`src/rtl/fredkin_tcounter.sv`:
```
// fredkin_tcounter: WIDTH-stage synchronous T-flip-flop register/counter.
// The toggle, direction, enable, complement and next-state logic is built
// entirely from Fredkin (controlled-swap) cells: P=A, Q=A'B+AC, R=A'C+AB.
// Only the WIDTH state flops are behavioural.
// Mode 0 toggles bit i when t[i] is set. Mode 1 counts up or down.
// Define FREDKIN_TCOUNTER_TC_EN to add the terminal-count output tc.
// Cell outputs that a function does not need are collected in nets whose
// names contain "unused". These are the garbage outputs of reversible logic.

// Single Fredkin gate: A passes through and selects whether B and C are swapped.
module fredkin (
    input  logic a_i,
    input  logic b_i,
    input  logic c_i,
    output logic p_o,
    output logic q_o,
    output logic r_o
);
    assign p_o = a_i;
    assign q_o = (~a_i & b_i) | (a_i & c_i);
    assign r_o = (~a_i & c_i) | (a_i & b_i);
endmodule

module fredkin_tcounter #(
    parameter int               WIDTH   = 4,
    parameter logic [WIDTH-1:0] RST_VAL = '0
) (
    input  logic             clk,
    input  logic             rst,
    input  logic             en,
    input  logic             mode,
    input  logic             up,
    input  logic [WIDTH-1:0] t,
    output logic [WIDTH-1:0] q,
    output logic [WIDTH-1:0] qb
`ifdef FREDKIN_TCOUNTER_TC_EN
    ,
    output logic             tc
`endif
);

    logic [WIDTH-1:0] state_q;
    logic [WIDTH-1:0] state_d;

    // Fan-out copies of the state: qBuf = q, qbBuf = ~q.
    logic [WIDTH-1:0] qBuf;
    logic [WIDTH-1:0] qbBuf;

    // andUp[i] is the AND of q[0..i-1], and andDn[i] is the AND of qb[0..i-1].
    // Bit 0 of each chain is a constant 1, so stage 0 always toggles when counting.
    logic [WIDTH-1:0] andUp;
    logic [WIDTH-1:0] andDn;

    logic [WIDTH-1:0] cntTog;
    logic [WIDTH-1:0] tog;
    logic [WIDTH-1:0] togEn;

    logic [WIDTH-1:0][8:0] unusedStage;
    logic [WIDTH-2:0][3:0] unusedChain;

    assign andUp[0] = 1'b1;
    assign andDn[0] = 1'b1;

    // Per-stage datapath:
    // 1. Fan out q into true and complement copies.
    // 2. Select the count direction.
    // 3. Select between counter mode and independent-T mode.
    // 4. Gate the toggle with en.
    // 5. XOR the toggle into the state.
    // The XOR uses togEn as the swap control between q and ~q.
    for (genvar i = 0; i < WIDTH; i++) begin : gStage
        fredkin uFanQ (
            .a_i(state_q[i]), .b_i(1'b0), .c_i(1'b1),
            .p_o(unusedStage[i][0]), .q_o(qBuf[i]), .r_o(qbBuf[i])
        );
        fredkin uDirMux (
            .a_i(up), .b_i(andDn[i]), .c_i(andUp[i]),
            .p_o(unusedStage[i][1]), .q_o(cntTog[i]), .r_o(unusedStage[i][2])
        );
        fredkin uModeMux (
            .a_i(mode), .b_i(t[i]), .c_i(cntTog[i]),
            .p_o(unusedStage[i][3]), .q_o(tog[i]), .r_o(unusedStage[i][4])
        );
        fredkin uEnAnd (
            .a_i(en), .b_i(tog[i]), .c_i(1'b0),
            .p_o(unusedStage[i][5]), .q_o(unusedStage[i][6]), .r_o(togEn[i])
        );
        fredkin uXor (
            .a_i(togEn[i]), .b_i(qBuf[i]), .c_i(qbBuf[i]),
            .p_o(unusedStage[i][7]), .q_o(state_d[i]), .r_o(unusedStage[i][8])
        );
    end

    // Carry chains: each step ANDs one more state bit into the running product.
    // The chains are fed only from the flops, so no combinational loop exists.
    for (genvar i = 0; i < WIDTH - 1; i++) begin : gChain
        fredkin uUpAnd (
            .a_i(qBuf[i]), .b_i(andUp[i]), .c_i(1'b0),
            .p_o(unusedChain[i][0]), .q_o(unusedChain[i][1]), .r_o(andUp[i+1])
        );
        fredkin uDnAnd (
            .a_i(qbBuf[i]), .b_i(andDn[i]), .c_i(1'b0),
            .p_o(unusedChain[i][2]), .q_o(unusedChain[i][3]), .r_o(andDn[i+1])
        );
    end

`ifdef FREDKIN_TCOUNTER_TC_EN
    logic       allOnes;
    logic       allZeros;
    logic       tcSel;
    logic       tcMode;
    logic [9:0] unusedTc;

    // Terminal count:
    // - Extend both chains across the top bit to get all-ones and all-zeros.
    // - Select between them by direction.
    // - Qualify the result with mode and en.
    fredkin uUpAll (
        .a_i(qBuf[WIDTH-1]), .b_i(andUp[WIDTH-1]), .c_i(1'b0),
        .p_o(unusedTc[0]), .q_o(unusedTc[1]), .r_o(allOnes)
    );
    fredkin uDnAll (
        .a_i(qbBuf[WIDTH-1]), .b_i(andDn[WIDTH-1]), .c_i(1'b0),
        .p_o(unusedTc[2]), .q_o(unusedTc[3]), .r_o(allZeros)
    );
    fredkin uTcMux (
        .a_i(up), .b_i(allZeros), .c_i(allOnes),
        .p_o(unusedTc[4]), .q_o(tcSel), .r_o(unusedTc[5])
    );
    fredkin uTcMode (
        .a_i(mode), .b_i(tcSel), .c_i(1'b0),
        .p_o(unusedTc[6]), .q_o(unusedTc[7]), .r_o(tcMode)
    );
    fredkin uTcEn (
        .a_i(en), .b_i(tcMode), .c_i(1'b0),
        .p_o(unusedTc[8]), .q_o(unusedTc[9]), .r_o(tc)
    );
`endif

    // State flops: reset loads RST_VAL. Otherwise the flops take the next state
    // built by the cells. That next state equals the held value when en is low.
    always_ff @(posedge clk) begin
        if (rst) begin
            state_q <= RST_VAL;
        end else begin
            state_q <= state_d;
        end
    end

    assign q  = state_q;
    assign qb = qbBuf;

endmodule

```
`config.mk`:
```
export PLATFORM = sky130hd
export DESIGN_NAME = fredkin_tcounter
export DESIGN_NICKNAME = d
export VERILOG_FILES = /design/src/rtl/fredkin_tcounter.sv
export SDC_FILE = /design/constraint.sdc
export NUM_CORES = 1
export LEC_CHECK = 0
export CAP_MARGIN = 40
export CORE_AREA = 2 2 39 41
export DETAILED_ROUTE_END_ITERATION = 16
export DIE_AREA = 0 0 41 43
export GPL_ROUTABILITY_DRIVEN = 0
export REMOVE_ABC_BUFFERS = 1
export SLEW_MARGIN = 20
export SYNTH_ARGS = -nofsm -noshare
export SYNTH_HDL_FRONTEND = slang
export SYNTH_SLANG_ARGS = --single-unit
```
`constraint.sdc`:
```
create_clock -name clk -period 2.45 [get_ports clk]
set_input_delay 0.245 -clock clk [delete_from_list [all_inputs] [get_ports clk]]
set_output_delay 0.245 -clock clk [all_outputs]
set_load 0.005 [all_outputs]
```
==> results of run 1 <==
## cells in the final DEF (no fill, tap or decap), drive strengths merged
cell type | synthesis | layout
nand4 | 3 | 3
a2111o | 1 | 1
nor3b | 1 | 1
inv | 4 | 4
clkdlybuf4s50 | 0 | 16
a31oi | 2 | 2
or4 | 1 | 1
dfxtp | 4 | 4
or2 | 1 | 1
nand3b | 1 | 1
nand3 | 2 | 2
nor2b | 3 | 3
clkbuf | 1 | 3
o21ai | 3 | 3
mux2 | 1 | 1
nand2 | 1 | 1
nor2 | 3 | 3
xnor2 | 2 | 2
a311oi | 1 | 1
or3 | 1 | 1
## routing by layer
layer,vias up,track usage [%]
li1,169,-
met2,12,11.3
met3,2,3.66
met5,-,0
met1,143,13.2
met4,0,8.00
## cells by family after synthesis
| logic type | after synthesis |
|---|---|
| DFF | 4 |
| muxes | 1 |
| xor gates and xnor gates | 2 |
| AOI/OAI and AO/OA | 7 |
| buffers and inverters | 13 |
| and+or+nand+nor | 17 |
## worst paths after layout
path	from	end	slack (ns)	cells after the start
max	up	q[2]$_SDFF_PP0_	0.81	4
min	q[2]$_SDFF_PP0_	q[2]$_SDFF_PP0_	0.59	2
max reg2reg	q[1]$_SDFF_PP0_	q[2]$_SDFF_PP0_	0.99	3
min reg2reg	q[2]$_SDFF_PP0_	q[2]$_SDFF_PP0_	0.59	2
## area by class of cell
cell class,count,area [um^2]
inverter,4,15.0
sequential,4,80.1
timing repair buffer,16,160
multi-input combinational,27,179
tap,16,20.0
clock buffer,3,22.5
fill,160,907
## critical path: stages
cell	delay [ns]
clkdlybuf4s50_1	0.49
or3_2	0.50
a31oi_1	0.18
mux2_2	0.34
## through the flow
stage          instance area, um^2  util, %  total power, mW  setup slack [ns]
3_5_place_dp                   454     32.8            0.175             0.572
6_report                       477     34.4            0.253             0.808
3_3_place_gp                   454     32.8            0.174             0.586
5_1_grt                        477     34.4            0.274             0.767
2_1_floorplan                  274        -            0.120              1.04
4_1_cts                        477     34.4            0.258             0.808
## power breakdown
| part | switching (mW) | internal [mW] | leakage, nW | total [mW] |
|---|---|---|---|---|
| combinational | 0.0301 | 0.0576 | 0.123 | 0.0878 |
| sequential | 0.0117 | 0.0741 | 0.0331 | 0.0858 |
| clock | 0.0250 | 0.0547 | 0.0138 | 0.0797 |
==> summary.txt, run 1 <==
Clocking
  • TritonCTS clock tree: done
  • Root Buffer: clkbuf_4
  • Clk_lat worst skew: 0.23 ns
  • Resize count post-CTS: 0
  • Clock-pin slew on the worst setup and hold paths: approximately 0.04 ns
  • Clock Sink Count: 4
  • Clk buf depth: 2
  • Number of CTS-inserted buffers: 3
  • # hold bufs at CTS: 0
  • Postcts setup bufs: 0
  • CTS H-tree lvls: 1

STA
  • Max-slew violations: 0
  • Setup Skew: about 0.0012 ns
  • Setup TNS: 0 ns
  • FMAX: roughly 610 MHz
  • Final Hold Vio Count: 0
  • Final setup fails: 0
  • Worst-Margin Slew: ~0.29 ns
  • Hold WS: just under 0.6 ns
  • RSZ-0062 raised after global routing: no
  • Final Critical Period: ~1.6 ns
  • Period utilization: between 60% and 70%
  • Headroom to the max-slew limit: about four fifths

Yosys
  • Post-synthesis cell type count: 20
  • Async set or reset register ratio after synthesis: 0%
  • Largest area contributor in the netlist: dfxtp_1
  • Main combinational cell family by area after synthesis: simple AND/OR/NAND/NOR gates
  • Yosys warnings: 0
  • Post-Synth XOR/XNOR Area: around 5.2%
  • Register area share after synthesis: around a quarter
  • Yosys top cell area share: between 20% and 30%
  • Gate Count Post-Synth: 44
  • Post-synthesis compound-gate area fraction: between 10% and 20%
  • Mux share of post-synthesis cell area: under 10%
  • Yosys reg bits: 4
  • Adder-cell share of the synthesized area: 0%
  • Post-Synth Simple-Gate Area: a little under a third
  • Synth top area cells: dfxtp_1 24%, buf_4 18%, nand4_1 5.6%, nor2b_1 5.6%, xnor2_1 5.2%
  • Post-synth EDFFs: 0
  • Syn Std Cell Area: 338 um^2
  • Synthesized area per cell: 7.68 um^2
  • Count leader, synth: buf_4
  • Synth cell count leaders: 8 x buf_4, 4 x dfxtp_1, 4 x inv_1
  • Ys flop type: dfxtp_1

Status
  • Outcome: completed

Floorplan
  • Chip width: 41 um
  • Initial Util: between 20% and 30%
  • Core outline area: about 0.0014 mm^2
  • Die Y-Extent: 43 um
  • Die ar.: between 0.0015 and 0.002 mm^2
  • Cell row count: 14
  • # IOs: 17

Global route
  • Initial antenna violation count: 0
  • Global route total overflow: 0
  • Global-route wire length before repair: about 1100 um
  • GRT Resource Usage Total: about a tenth
  • Largest net degree at the start of global routing: 10
  • Vias in the first global route: 275

Drt
  • Via count: 326
  • DR iter-0 viols: 8
  • Vias per cell: ~4.7
  • Antenna violation net count after detailed routing: 0
  • Met2 WL: ~300 um
  • Routed WL: ~730 um
  • Met1 Wirelength: ~350 um
  • DRC viols: 0
  • DR WL met3: approximately 70 um
  • Router iterations before antenna repair: 2
  • Routed wire per std cell: roughly 10 um
  • Highest metal used: met4

Final layout
  • Nets@finish: 65
  • Layout cells sized above 1: between 10% and 20%
  • Diode count: 0
  • Largest register FFs: 4
  • Area delta synth->final: 41.1%
  • Post-Layout Cell Count: 70

Worst setup path
  • CP Launch Type: input pin
  • Crit path arrival time: 1.76 ns
  • Critical path class: in -> reg
  • Critical path endpoint category: flip-flop
  • CP required: 2.57 ns
  • Crit-path max FO: 5

Power and ir drop
  • P_leak: approximately 0.17 nW
  • P per Cell Area: roughly 530 mW/mm^2
  • Worst vdd ir: between 200 and 250 uV

Placement
  • IO Port Bufs: 16
  • Placed Cells: between 60 and 70
  • Hpwl dp: roughly 540 um

Job
  • Number of max-cap violations: 0

Worst hold path
  • Type of the tightest min-delay check: reg -> reg
(Power assumes the default switching activity.)
==> inputs of run 2 (changes only) <==
- clock period: 2.45 -> 1.5 ns (I/O delays scaled with it)
==> summary.txt, run 2 (synthesis gave the netlist of run 1 again) <==
Global route
  • Global-route wire length before repair: 1170 um (was 1120 um)
  • GRT Resource Usage Total: 9.84% (was 9.65%)
  • Global route total overflow: 0 (unchanged)
  • Largest net degree at the start of global routing: 8 (was 10)
  • Initial antenna violation count: 0 (unchanged)
  • Vias in the first global route: 291 (was 275)

Worst hold path
  • Type of the tightest min-delay check: reg -> reg (unchanged)

Placement
  • Hpwl dp: 601 um (was 536 um)
  • Placed Cells: 74 (was 67)
  • IO Port Bufs: 16 (unchanged)

Clocking
  • Clk_lat worst skew: 0.23 ns (about the same)
  • TritonCTS clock tree: done (unchanged)
  • Clock-pin slew on the worst setup and hold paths: 0.04 ns (about the same)
  • Postcts setup bufs: 0 (unchanged)
  • Number of CTS-inserted buffers: 3 (unchanged)
  • Root Buffer: clkbuf_4 (unchanged)
  • Resize count post-CTS: 0 (unchanged)
  • CTS H-tree lvls: 1 (unchanged)
  • Clk buf depth: 2 (unchanged)
  • Clock Sink Count: 4 (unchanged)
  • # hold bufs at CTS: 0 (unchanged)

Floorplan
  • # IOs: 17 (unchanged)
  • Die Y-Extent: 43 um (unchanged)
  • Core outline area: 0.00138 mm^2 (unchanged)
  • Die ar.: 0.00176 mm^2 (unchanged)
  • Chip width: 41 um (unchanged)
  • Cell row count: 14 (unchanged)
  • Initial Util: 24.4% (unchanged)

Final layout
  • Nets@finish: 72 (was 65)
  • Layout cells sized above 1: 24.6% (was 13.0%)
  • Post-Layout Cell Count: 77 (was 70)
  • Most frequent cells in the layout: 15 x clkdlybuf4s50_1, 7 x buf_4, 4 x inv_1, 4 x dfxtp_1 (was 16 x clkdlybuf4s50_1, 4 x inv_1, 4 x dfxtp_1)
  • Diode count: 0 (unchanged)
  • Fillers: 151 (was 160)
  • Reg area: 80.1 um^2 (unchanged)
  • Largest register FFs: 4 (unchanged)
  • Area of the multi-input gates: 185 um^2 (was 179 um^2)
  • Area delta synth->final: 59.3% (was 41.1%)
  • Most common cell after layout, fill and taps aside: clkdlybuf4s50_1 (unchanged)

STA
  • Setup TNS: 0 ns (unchanged)
  • Headroom to the max-slew limit: 82.0% (was 80.7%)
  • Period utilization: a little under 100%
  • Setup Skew: 0.000413 ns (was 0.00124 ns)
  • FMAX: a little under 700 MHz
  • Final Hold Vio Count: 0 (unchanged)
  • Final Critical Period: roughly 1.4 ns
  • RSZ-0062 raised after global routing: no (unchanged)
  • Worst-Margin Slew: 0.267 ns (was 0.289 ns)
  • Max-slew violations: 0 (unchanged)
  • Final setup fails: 0 (unchanged)

Drt
  • DRC viols: 0 (unchanged)
  • Router iterations before antenna repair: 4 (was 2)
  • DR iter-0 viols: 7 (was 8)
  • Routed WL: 780 um (was 729 um)
  • Routed wire per std cell: 10.1 um (was 10.4 um)
  • Vias per cell: 4.66 (about the same)
  • Antenna violation net count after detailed routing: 0 (unchanged)
  • Via count: 359 (was 326)

Power and ir drop
  • P_leak: 0.208 nW (was 0.170 nW)
  • P per Cell Area: 814 mW/mm^2 (was 531 mW/mm^2)
  • Total power: 0.438 mW (was 0.253 mW)
  • Worst vdd ir: 306 uV (was 226 uV)

Worst setup path
  • CP Launch Type: input pin (unchanged)
  • CP required: 1.62 ns (was 2.57 ns)
  • Crit-path max FO: 2 (was 5)
  • Critical path class: in -> reg (unchanged)
  • Crit path arrival time: 1.56 ns (was 1.76 ns)
  • R2r setup slk: 0.07 ns (was 0.99 ns)
  • Critical path endpoint category: flip-flop (unchanged)

Status
  • Outcome: completed (unchanged)

Job
  • Number of max-cap violations: 0 (unchanged)
[run 2: changes by cell type in the layout (fill, tap and decap cells not counted)]
cell and change:
a311oi_1 -1, a311oi_2 +1, buf_4 +7, clkdlybuf4s50_1 -1, dlymetal6s2s_1 +1
[run 2: worst paths after layout]
kind / end / startpoint / cells past startpoint
max reg2reg: q[2]$_SDFF_PP0_ / q[1]$_SDFF_PP0_ / 3
min reg2reg: q[2]$_SDFF_PP0_ / q[2]$_SDFF_PP0_ / 2
max: q[2]$_SDFF_PP0_ / up / 4
min: q[2]$_SDFF_PP0_ / q[2]$_SDFF_PP0_ / 2
[run 2: cell type report]
cell class,instances,share of cell area (%)
inverter,4,2.79
clock buffer,3,4.19
multi-input combinational,27,34.4
tap,16,3.72
timing repair buffer,23,40.0
sequential,4,14.9
[run 2: metal layers]
metal / track usage [%] / wire, um / vias to the layer above
met1: 14.8 / 405 / 165
met4: 6.00 / 0 / 0
li1: - / - / 182
met5: 0 / 0 / -
met2: 11.6 / 309 / 12
met3: 3.14 / 65 / 0
[run 2: critical path, stage by stage]
cell	delay [ns]
clkdlybuf4s50_1	0.41
or3_2	0.47
a31oi_1	0.19
mux2_2	0.34
[run 2: metrics by stage]
stage          utilization [%]  instance area, um^2  hold WS [ns]  setup WS, ns
6_report                  38.9                  538         0.589        0.0584
5_1_grt                   38.9                  538         0.616        0.0189
4_1_cts                   38.2                  529         0.591        0.0112
3_5_place_dp              36.6                  507         0.582        -0.205
3_3_place_gp              36.6                  507         0.577        -0.177
2_1_floorplan                -                  274         0.222        0.0900
[run 2: where the power goes]
group	switching [mW]	internal (mW)
sequential	0.0129	0.121
clock	0.0425	0.0894
combinational	0.0614	0.111
total	0.117	0.321
==> inputs of run 3 (changes only) <==
- SETUP_SLACK_MARGIN: default -> 0.15
==> summary.txt, run 3 (synthesis gave the netlist of run 1 again) <==
Status
  • Outcome: completed (unchanged)

Final layout
  • Largest register FFs: 4 (unchanged)
  • Diode count: 0 (unchanged)
  • Area of the multi-input gates: 185 um^2 (unchanged)
  • Most frequent cells in the layout: 12 x clkdlybuf4s50_1, 8 x buf_4 (was 15 x clkdlybuf4s50_1, 7 x buf_4, 4 x inv_1, 4 x dfxtp_1)
  • Most common cell after layout, fill and taps aside: clkdlybuf4s50_1 (unchanged)
  • Layout cells sized above 1: 30.6% (was 24.6%)
  • Reg area: 82.6 um^2 (was 80.1 um^2)
  • Fin area: 544 um^2 (was 538 um^2)
  • Nets@finish: 73 (was 72)
  • Fillers: 150 (was 151)
  • Area delta synth->final: 61.1% (was 59.3%)

Floorplan
  • # IOs: 17 (unchanged)
  • Cell row count: 14 (unchanged)
  • Die Y-Extent: 43 um (unchanged)
  • Core outline area: 0.00138 mm^2 (unchanged)
  • Die ar.: 0.00176 mm^2 (unchanged)
  • Chip width: 41 um (unchanged)
  • Initial Util: 24.4% (unchanged)

STA
  • Headroom to the max-slew limit: 82.0% (about the same)
  • Worst-Margin Slew: 0.267 ns (about the same)
  • Final Hold Vio Count: 0 (unchanged)
  • Hold WS: 0.536 ns (was 0.589 ns)
  • Period utilization: 90.9% (was 96.1%)
  • Setup TNS: 0 ns (unchanged)
  • RSZ-0062 raised after global routing: yes (was no)
  • Final worst slack: 0.136 ns (was 0.0584 ns)
  • Final setup fails: 0 (unchanged)
  • FMAX: 733 MHz (was 694 MHz)
  • Setup Skew: 0.00104 ns (was 0.000413 ns)
  • Max-slew violations: 0 (unchanged)
  • Final Critical Period: 1.36 ns (was 1.44 ns)

Drt
  • Routed wire per std cell: 10.2 um (was 10.1 um)
  • DRC viols: 0 (unchanged)
  • Router iterations before antenna repair: 3 (was 4)
  • Via count: 366 (was 359)
  • Vias per cell: 4.69 (was 4.66)
  • DR iter-0 viols: 12 (was 7)
  • Antenna violation net count after detailed routing: 0 (unchanged)
  • Routed WL: 796 um (was 780 um)

Power and ir drop
  • Clock share of power: 30.0% (was 30.1%)
  • Sequential Power Share: 30.1% (was 30.6%)
  • P per Cell Area: 813 mW/mm^2 (was 814 mW/mm^2)
  • Internal: 0.323 mW (was 0.321 mW)
  • P_sw: 0.119 mW (was 0.117 mW)
  • Worst vdd ir: 313 uV (was 306 uV)
  • Comb power frac: 39.9% (was 39.3%)
  • P_leak: 0.218 nW (was 0.208 nW)
  • Switching share of power: 26.9% (was 26.7%)

Clocking
  • Clock-pin slew on the worst setup and hold paths: 0.04 ns (about the same)
  • Clk_lat worst skew: 0.23 ns (about the same)
  • Root Buffer: clkbuf_4 (unchanged)
  • Clock Sink Count: 4 (unchanged)
  • TritonCTS clock tree: done (unchanged)
  • CTS H-tree lvls: 1 (unchanged)
  • Number of CTS-inserted buffers: 3 (unchanged)
  • Clk buf depth: 2 (unchanged)

Global route
  • Largest net degree at the start of global routing: 8 (unchanged)
  • GRT Resource Usage Total: 9.84% (unchanged)
  • Global route total overflow: 0 (unchanged)
  • Initial antenna violation count: 0 (unchanged)
  • Global-route wire length before repair: 1160 um (was 1170 um)
  • Vias in the first global route: 293 (was 291)

Placement
  • IO Port Bufs: 16 (unchanged)
  • Placed cell areas: 507 um^2 (unchanged)
  • Hpwl dp: 601 um (unchanged)
  • Dpl ws: -0.205 ns (unchanged)

Worst setup path
  • Critical path endpoint category: flip-flop (unchanged)
  • Worst r2r path cells: 3 (unchanged)
  • Crit-path max FO: 3 (was 2)
  • CP required: 1.62 ns (about the same)
  • Critical path class: reg -> reg (was in -> reg)
  • CP Launch Type: flip-flop (was input pin)
  • R2r setup slk: 0.14 ns (was 0.07 ns)
  • Crit path arrival time: 1.48 ns (was 1.56 ns)

Job
  • Number of max-cap violations: 0 (unchanged)

Worst hold path
  • Type of the tightest min-delay check: in -> reg (was reg -> reg)
  • Hold path depth: 4 (was 2)
## run 3: changes by cell type in the layout (fill, tap and decap cells not counted), moves of 2 or more
cell	previous run	this run
clkdlybuf4s50_1	15	12
dfxtp_1	4	2
dfxtp_2	0	2
dlygate4sd2_1	0	3
## run 3: stage by stage
| step | power [mW] | std cells | util, % |
|---|---|---|---|
| global route | 0.474 | 78 | 39.3 |
| detailed placement | 0.306 | 74 | 36.6 |
| floorplan | 0.196 | 35 | - |
| finish | 0.442 | 78 | 39.3 |
| CTS | 0.448 | 78 | 38.6 |
| global placement | 0.305 | 74 | 36.6 |
## run 3: timing repair
action | in CTS | in global routing
pin swaps | 2 | 0
setup endpoints to repair | 5 | 4
hold buffers | 0 | 0
buffers inserted | 1 | 0
gates resized for setup | 5 | 3
## run 3: critical path: stages (launching register included)
cell and delay, ns:
dfxtp_2 0.32, or3_2 0.44, a31oi_1 0.15, mux2_2 0.34
## run 3: path summary, 6_finish.rpt
path                           to       startpoint
setup / recovery  q[2]$_SDFF_PP0_  q[1]$_SDFF_PP0_
hold reg to reg   q[2]$_SDFF_PP0_  q[2]$_SDFF_PP0_
hold / removal    q[2]$_SDFF_PP0_               up
setup reg to reg  q[2]$_SDFF_PP0_  q[1]$_SDFF_PP0_
## run 3: metal layers
layer  share of wire, %  global-route usage, %  up-vias
met5                  0                      0        -
met4                  0                   6.00        0
met3                8.7                   3.14        0
met2                 39                   11.6       12
met1                 52                   14.8      169
li1                   -                      -      185
## run 3: layout make-up
| type | instances | area share, % |
|---|---|---|
| Clock buffer | 3 | 4.14 |
| Sequential cell | 4 | 15.2 |
| Tap cell | 16 | 3.68 |
| Timing Repair Buffer | 24 | 40.2 |
| Inverter | 4 | 2.76 |
| Multi-Input combinational cell | 27 | 34.0 |
## run 3: power by group through the flow
stage	Clock [mW]	Combinational (mW)	Sequential [mW]
CTS	0.139	0.177	0.133
global placement	0	0.170	0.135
floorplan	0	0.0564	0.139
detailed placement	0	0.171	0.135
finish	0.133	0.177	0.133
global route	0.147	0.191	0.136
